### src/rtl/vec_io_sequencer_if.sv
// Serial stimulus/response link plus parallel netlist drive/capture bundle for vec_io_sequencer.
// master = environment side (source/sink/netlist), slave = sequencer side.
interface vec_io_sequencer_if #(
  parameter int IN_W  = 14,
  parameter int OUT_W = 8,
  parameter int CNT_W = 16
);
  logic              si_valid;
  logic              si_ready;
  logic              si_data;
  logic [IN_W-1:0]   dut_in;
  logic [OUT_W-1:0]  dut_out;
  logic              so_valid;
  logic              so_ready;
  logic              so_data;
  logic              busy;
  logic [CNT_W-1:0]  vec_count;

  modport master (
    output si_valid, si_data, so_ready, dut_out,
    input  si_ready, so_valid, so_data, dut_in, busy, vec_count
  );

  modport slave (
    input  si_valid, si_data, so_ready, dut_out,
    output si_ready, so_valid, so_data, dut_in, busy, vec_count
  );
endinterface

### src/rtl/vec_io_sequencer.sv
// Serial-in vector -> parallel netlist drive -> capture after SETTLE -> serial-out result (LSB first).
// Latency: capture at E+SETTLE+1 after last input bit at edge E; both links stall freely on valid/ready.
module vec_io_sequencer #(
  parameter int IN_W   = 14,
  parameter int OUT_W  = 8,
  parameter int SETTLE = 2,
  parameter int CNT_W  = 16
) (
  input  logic clk,
  input  logic rst,
  vec_io_sequencer_if.slave io
);

  localparam int IC_W = (IN_W > 1)   ? $clog2(IN_W)   : 1;
  localparam int OC_W = (OUT_W > 1)  ? $clog2(OUT_W)  : 1;
  localparam int SC_W = (SETTLE > 1) ? $clog2(SETTLE) : 1;

  localparam logic [IC_W-1:0] IN_LAST  = IC_W'(IN_W - 1);
  localparam logic [OC_W-1:0] OUT_LAST = OC_W'(OUT_W - 1);
  localparam logic [SC_W-1:0] SET_LAST = SC_W'(SETTLE - 1);

  typedef enum logic [1:0] {
    ST_LOAD    = 2'd0,
    ST_SETTLE  = 2'd1,
    ST_CAPTURE = 2'd2,
    ST_UNLOAD  = 2'd3
  } state_t;

  state_t            state;
  state_t            state_nxt;

  logic [IN_W-1:0]   in_sr;
  logic [IN_W-1:0]   in_nxt;
  logic [OUT_W-1:0]  out_sr;
  logic [IN_W-1:0]   dut_in_q;
  logic [IC_W-1:0]   in_cnt;
  logic [OC_W-1:0]   out_cnt;
  logic [SC_W-1:0]   set_cnt;
  logic [CNT_W-1:0]  vec_cnt;

  logic              in_hs;
  logic              out_hs;
  logic              in_last;
  logic              out_last;
  logic              load_st;
  logic              unload_st;
  logic              busy_st;

  // New bit enters at the top so the first accepted bit ends up in bit 0.
  assign in_nxt   = (in_sr >> 1) | (IN_W'(io.si_data) << (IN_W - 1));
  assign in_last  = (in_cnt == IN_LAST);
  assign out_last = (out_cnt == OUT_LAST);

  always_ff @(posedge clk or posedge rst) begin
    if (rst) begin
      state <= ST_LOAD;
    end else begin
      state <= state_nxt;
    end
  end

  always_comb begin
    state_nxt = state;
    in_hs     = 1'b0;
    out_hs    = 1'b0;
    load_st   = 1'b0;
    unload_st = 1'b0;
    busy_st   = 1'b0;
    case (state)
      ST_LOAD: begin
        load_st = 1'b1;
        in_hs   = io.si_valid;
        if (in_hs && in_last) begin
          state_nxt = ST_SETTLE;
        end
      end
      ST_SETTLE: begin
        busy_st = 1'b1;
        if (set_cnt == SET_LAST) begin
          state_nxt = ST_CAPTURE;
        end
      end
      ST_CAPTURE: begin
        busy_st   = 1'b1;
        state_nxt = ST_UNLOAD;
      end
      ST_UNLOAD: begin
        busy_st   = 1'b1;
        unload_st = 1'b1;
        out_hs    = io.so_ready;
        if (out_hs && out_last) begin
          state_nxt = ST_LOAD;
        end
      end
      default: begin
        state_nxt = ST_LOAD;
      end
    endcase
  end

  always_ff @(posedge clk or posedge rst) begin
    if (rst) begin
      in_sr    <= '0;
      out_sr   <= '0;
      dut_in_q <= '0;
      in_cnt   <= '0;
      out_cnt  <= '0;
      set_cnt  <= '0;
      vec_cnt  <= '0;
    end else begin
      if (in_hs) begin
        in_sr <= in_nxt;
        if (in_last) begin
          // Whole vector lands on the netlist in one edge; partial vectors never reach dut_in.
          dut_in_q <= in_nxt;
          in_cnt   <= '0;
          set_cnt  <= '0;
        end else begin
          in_cnt <= in_cnt + IC_W'(1);
        end
      end

      if (state == ST_SETTLE) begin
        set_cnt <= set_cnt + SC_W'(1);
      end

      if (state == ST_CAPTURE) begin
        out_sr  <= io.dut_out;
        out_cnt <= '0;
      end

      if (out_hs) begin
        out_sr <= out_sr >> 1;
        if (out_last) begin
          out_cnt <= '0;
          vec_cnt <= vec_cnt + CNT_W'(1);
        end else begin
          out_cnt <= out_cnt + OC_W'(1);
        end
      end
    end
  end

  // Outputs depend only on state and registers, never on si_valid/so_ready.
  assign io.si_ready  = load_st & ~rst;
  assign io.so_valid  = unload_st;
  assign io.so_data   = out_sr[0];
  assign io.busy      = busy_st;
  assign io.dut_in    = dut_in_q;
  assign io.vec_count = vec_cnt;

endmodule

### src/flat_wrapper.sv
// flat-port wrapper written by rule: the top's interface ports become plain ports
module vec_io_sequencer_flat 
#(
  parameter int IN_W   = 14,
  parameter int OUT_W  = 8,
  parameter int SETTLE = 2,
  parameter int CNT_W  = 16
)
  (clk, rst, io_si_valid, io_si_data, io_so_ready, io_dut_out, io_si_ready, io_so_valid, io_so_data, io_dut_in, io_busy, io_vec_count);
  vec_io_sequencer_if #(.IN_W(IN_W), .OUT_W(OUT_W), .CNT_W(CNT_W)) io_i ();
  input  logic clk;
  input  logic rst;
  input wire logic [$bits(io_i.si_valid)-1:0] io_si_valid;
  input wire logic [$bits(io_i.si_data)-1:0] io_si_data;
  input wire logic [$bits(io_i.so_ready)-1:0] io_so_ready;
  input wire logic [$bits(io_i.dut_out)-1:0] io_dut_out;
  output wire logic [$bits(io_i.si_ready)-1:0] io_si_ready;
  output wire logic [$bits(io_i.so_valid)-1:0] io_so_valid;
  output wire logic [$bits(io_i.so_data)-1:0] io_so_data;
  output wire logic [$bits(io_i.dut_in)-1:0] io_dut_in;
  output wire logic [$bits(io_i.busy)-1:0] io_busy;
  output wire logic [$bits(io_i.vec_count)-1:0] io_vec_count;
  assign io_i.si_valid = io_si_valid;
  assign io_i.si_data = io_si_data;
  assign io_i.so_ready = io_so_ready;
  assign io_i.dut_out = io_dut_out;
  assign io_si_ready = io_i.si_ready;
  assign io_so_valid = io_i.so_valid;
  assign io_so_data = io_i.so_data;
  assign io_dut_in = io_i.dut_in;
  assign io_busy = io_i.busy;
  assign io_vec_count = io_i.vec_count;
  vec_io_sequencer #(.IN_W(IN_W), .OUT_W(OUT_W), .SETTLE(SETTLE), .CNT_W(CNT_W)) u_core (.clk(clk), .rst(rst), .io(io_i));
endmodule
### config.mk
export PLATFORM = sky130hd
export DESIGN_NAME = vec_io_sequencer_flat
export DESIGN_NICKNAME = d
export VERILOG_FILES = /design/src/rtl/vec_io_sequencer_if.sv /design/src/rtl/vec_io_sequencer.sv /design/src/flat_wrapper.sv
export SDC_FILE = /design/constraint.sdc
export NUM_CORES = 1
export LEC_CHECK = 0
export ABC_CLOCK_PERIOD_IN_PS = 4800
export CAP_MARGIN = 40
export CORE_MARGIN = 2
export CORE_UTILIZATION = 39
export CTS_CLUSTER_DIAMETER = 100
export CTS_CLUSTER_SIZE = 20
export DETAILED_ROUTE_END_ITERATION = 16
export GPL_TIMING_DRIVEN = 0
export PLACE_DENSITY = 0.59
export SLEW_MARGIN = 20
export SYNTH_ARGS = -nofsm -noshare
export SYNTH_HDL_FRONTEND = slang
export SYNTH_SLANG_ARGS = --single-unit
### constraint.sdc
create_clock -name clk -period 4.8 [get_ports clk]
set_input_delay 0.96 -clock clk [delete_from_list [all_inputs] [get_ports clk]]
set_output_delay 0.96 -clock clk [all_outputs]
set_load 0.005 [all_outputs]
# Yosys cells after proc, flatten, opt, wreduce, memory -nomap -nowiden
# Index checks and enable logic that the tools add are counted.
[totals]
reg_bits = 62
input_bits = 13
output_inout_bits = 34
elab_cells = 52
[classes]
n_addsub = 4
n_eq_ne = 8
n_mux = 18
bitwise = 3
reduce_logical = 11
[ops]
columns = ["operator", "count"]
rows = [
  ["16-bit by 1-bit adder with 16-bit output, second input constant", 1],
  ["8-bit 2-to-1 mux", 2],
  ["13-bit by 14-bit OR with 14-bit output", 1],
  ["3-bit 2-to-1 mux", 3],
  ["1-bit 2-to-1 mux", 8],
  ["2-bit one-hot mux with 4 select lines", 1],
  ["2-bit 2-to-1 mux", 3],
  ["2-bit by 1-bit inequality test with 1-bit output, second input constant", 3],
  ["2-bit AND reduction", 3],
  ["2-bit nonzero test", 3],
  ["4-bit by 1-bit adder with 4-bit output, second input constant", 1],
  ["2-bit equality test, second input constant", 2],
  ["4-bit equality test, second input constant", 1],
  ["4-bit 2-to-1 mux", 1],
  ["3-bit by 1-bit adder with 3-bit output, second input constant", 1],
  ["3-bit equality test, second input constant", 1],
  ["3-bit AND reduction", 1],
  ["3-bit OR reduction", 1],
  ["2-bit by 1-bit equality test with 1-bit output, second input constant", 1],
  ["1-bit logical AND", 2],
  ["2-bit zero test", 1],
  ["1-bit adder, second input constant", 1],
  ["1-bit bitwise AND", 1],
  ["1-bit inverter", 1],
]

# Longest topological paths before layout
[depth]
depth_word = 4
ltp_mapped = 6
ltp_nobuf = 6

# Worst setup path after synthesis
# No wires, ideal clock.
[synth_timing]
kind = "input-to-output"
startpoint = "input rst"
endpoint = "output io_si_ready"
arrival_ns = 1.075
path_slack_ns = 2.765
stages = 1
path_buffers = 0
path_cell_list = "nor2b_1"
[synth_between]
elab_chain_len = 2
[synth_lines]
columns = ["item", "line", "text"]
rows = [
  ["from (decl)", "flat_wrapper.sv:12", "input logic rst;"],
  ["1-bit inverter", "vec_io_sequencer.sv:145", "assign io.si_ready = load_st & ~rst;"],
  ["1-bit bitwise AND", "vec_io_sequencer.sv:145", ""],
  ["to (decl)", "flat_wrapper.sv:17", "output wire logic [$bits(io_i.si_ready)-1:0] io_si_ready;"],
]
# No other way between the ends.

# Worst setup path after layout
# Ends and elaborated chain as after synthesis.

==> metrics.md <==
| Metric | Value |
|---|---|
| Outcome | `finished, final reports clean` |
| RePlAce Congestion | `0.718` |
| Setup crit end kind | `output port` |
| Reg2Reg Setup Slack | `around 2800 ps` |
| Layout area overhead | `28.0%` |
| Hold Violations, Final | `0` |
| Compound-gate portion of the synthesized area | `3.47%` |
| Clock root cell | `clkbuf_8` |
| Drt initial violations | `77` |
| Avg Cell Area, Syn | `roughly 13 um2` |
| Seq/Total Area, Yosys | `57.2%` |
| CTS tree | `done` |
| Post-layout net count | `288` |
| Slew Limit Fails | `0` |
| Die width | `86.7 um` |
| Share of flip-flops with an asynchronous set or reset | `100%` |
| Post-synthesis xor/xnor area fraction | `5.53%` |
| Critical Path Fanout Max | `2` |
| Main flop type after synthesis | `dfrtp_1` |
| Flop and latch count out of synthesis | `61` |
| Main combinational cell family by area after synthesis | `multiplexers` |
| Vias per cell | `around 4.8` |
| CTS H-Tree Depth | `3` |
| Max cap viols | `0` |
| RSZ-0062 raised after global routing | `no` |
| Num ports | `47` |
| CTS resizes | `0` |
| Synth Instances | `roughly 210` |
| Port Buffers | `46` |
| HP Class | `reg2reg` |
| Die Area | `0.00752 mm2` |
| Critical path type | `in2out` |
| Fill count | `592` |
| DR WL/cell | `roughly 13 um` |
| WP data required | `roughly 3800 ps` |
| Crit path DAT | `2060 ps` |
| Placed Cells | `336` |
| Period utilization | `62.8%` |
| Maximum clock insertion buffer count | `2` |
| Setup Skew | `a little over 7 ps` |
| Initial antenna violation count | `0` |
| Die height | `86.7 um` |
| Vias in the first global route | `1712` |
| Detail Placement HPWL | `3210 um` |
| Pleak | `1.58 nW` |
| YS warnings | `0` |
| # DRC | `0` |
| Layout cells sized above 1 | `approximately a fifth` |
| Largest net degree at the start of global routing | `33` |
| Clk Latency, worst-skew pair | `330 ps` |
| Clk pin slew, worst setup/hold paths | `roughly 60 ps` |
| Setup bufs post-CTS | `0` |
| FF-to-FF path depth | `6` |
| Netlist cell types | `31` |
| First-pass GRT wire length | `7790 um` |
| Final setup fails | `0` |
| Hold Crit Start | `u_core.io.vec_count[15]` |
| Cts hold-fix bufs | `0` |
| Total track usage | `13.6%` |
| DR vias | `1694` |
| DR pass1 iterations | `4` |
| PD cells | `between 400 and 500 mW/mm2` |
| Core ar. | `0.00672 mm2` |
| Slew of the pin with the lowest slew margin | `434 ps` |
| Adder-cell share of the synthesized area | `between 3 and 4%` |
| R2R Path Start | `u_core.state[0]` |
| Post-synth EDFFs | `0` |
| Num CTS Buffers | `9` |
| FP Rows | `30` |
| CTS Sinks | `between 60 and 70` |
| Worst rel slew slack | `71.1%` |
| Worst r2r dst | `u_core.io.dut_in[3]` |
| Max frequency | `about 330 MHz` |
| Hold path cells | `1` |
| Multiplexer share of the synthesized area | `15.6%` |
| Total wire length | `4600 um` |
| Minimum clock period | `3020 ps` |
| Post-synth net total | `230` |
| Simple-Gate Fraction of Synth Area | `12.6%` |
| ANT nets after route | `0` |
| Mapped cell area | `0.00267 mm2` |
| Hold endpoint | `u_core.io.vec_count[15]` |
| Congestion Overflow GR | `0` |
| Total negative slack | `0 ps` |
| Final Non-Filler Cells | `350` |
| Ant diodes | `0` |
| VDD IR max | `0.231 mV` |
| Initial Utilization | `39.7%` |
| Crit start category | `input pin` |
## power by group
part | total, W | internal [W] | switching (W)
sequential | 0.000716 | 0.000631 | 0.0000849
clock | 0.000384 | 0.000208 | 0.000176
combinational | 0.000382 | 0.000206 | 0.000176
## area by class of cell
class / instances / area (um2) / share of cell area (%)
repair buffers: 47 / 480 / 14.1
clock inverters: 2 / 10.0 / 0.293
clock buffers: 12 / 155 / 4.54
flip-flops and latches: 61 / 1530 / 44.7
well taps: 80 / 100 / 2.93
plain buffers: 5 / 32.5 / 0.952
inverters: 5 / 21.3 / 0.622
multi-input cells: 138 / 1090 / 32.0
## cells by family (layout without fill, tap and decap cells)
kind of cell | after synthesis | in the layout
compound gates | 17 | 17
flops | 61 | 61
mux | 38 | 38
xor+xnor | 16 | 16
simple gates | 59 | 59
fa+ha+maj | 8 | 8
buf+inv | 10 | 71
## layout by cell type (no fill, tap or decap), types with 2 or more instances in the layout
| master | instances |
|---|---|
| nor3_4 | 2 |
| o21ai_0 | 12 |
| clkbuf_1 | 3 |
| buf_2 | 2 |
| mux2_2 | 29 |
| nand3_1 | 6 |
| xnor2_1 | 12 |
| clkbuf_8 | 11 |
| ha_1 | 8 |
| inv_1 | 4 |
| clkdlybuf4s50_1 | 46 |
| dfrtp_1 | 61 |
| xor2_1 | 3 |
| mux2i_1 | 9 |
| clkinv_2 | 2 |
| nor2_1 | 8 |
| and2_1 | 2 |
| nand2b_1 | 4 |
| nor2b_1 | 2 |
| nand2_1 | 24 |
| nor3_2 | 2 |
| nand3_2 | 2 |
| nand4_2 | 2 |
| a31oi_1 | 2 |
## state kept, by name (all words and copies together) (netlist names)
signal               cells
u_core.in_sr            13
u_core.out_sr            8
u_core.io.dut_in        14
u_core.in_cnt            4
u_core.set_cnt           1
u_core.state             2
u_core.out_cnt           3
u_core.io.vec_count     16
## critical path, cell delays in order
cell             delay, ps
clkdlybuf4s50_1        460
nor2b_1                130
clkdlybuf4s50_1        500
## per-stage QoR
| step | setup slack, ps | instance area, um2 | power, W | utilization, % | hold slack (ps) |
|---|---|---|---|---|---|
| detailed placement | 1790 | 3250 | 0.00112 | 48.4 | 463 |
| finish | 1780 | 3420 | 0.00148 | 50.9 | 470 |
| floorplan | 2330 | 2670 | 0.000981 | - | 449 |
| global route | 1740 | 3420 | 0.00159 | 50.9 | 492 |
| CTS | 1780 | 3420 | 0.00151 | 50.9 | 475 |
| global placement | 1120 | 3230 | 0.00110 | 48.1 | 462 |
## worst max path at each step
stage                     start          endpoint  slack, ps  cells past startpoint
final                       rst       io_si_ready       1780                      3
after global routing        rst       io_si_ready       1740                      3
after CTS                   rst       io_si_ready       1780                      3
after detailed placement    rst       io_si_ready       1790                      3
after global placement      rst  u_core.out_sr[3]       1120                      2
after floorplan             rst  u_core.in_cnt[0]       2330                      1
## metal layers
layer | up-vias | track usage, % | part of all wire (%)
met3 | 9 | 4.95 | 4.4
met1 | 819 | 16.8 | 47
met5 | - | 0 | 0
met4 | 0 | 5.54 | 2.0
met2 | 38 | 21.6 | 47
li1 | 828 | - | -
## Yosys cell counts, types with 2 or more instances
cell type | instances | area [um2]
dfrtp_1 | 61 | 1530
mux2_2 | 29 | 327
nand2_1 | 24 | 90.1
o21ai_0 | 12 | 60.1
xnor2_1 | 12 | 105
mux2i_1 | 9 | 90.1
ha_1 | 8 | 100
nor2_1 | 8 | 30.0
nand3_1 | 6 | 30.0
inv_1 | 5 | 18.8
nand2b_1 | 4 | 25.0
xor2_1 | 3 | 26.3
a31oi_1 | 2 | 12.5
and2_1 | 2 | 12.5
buf_2 | 2 | 10.0
clkbuf_1 | 2 | 7.51
nand3_2 | 2 | 20.0
nand4_2 | 2 | 25.0
nor2b_1 | 2 | 12.5
nor3_2 | 2 | 20.0
nor3_4 | 2 | 32.5
Note: power is estimated with default switching activity, not from simulation.
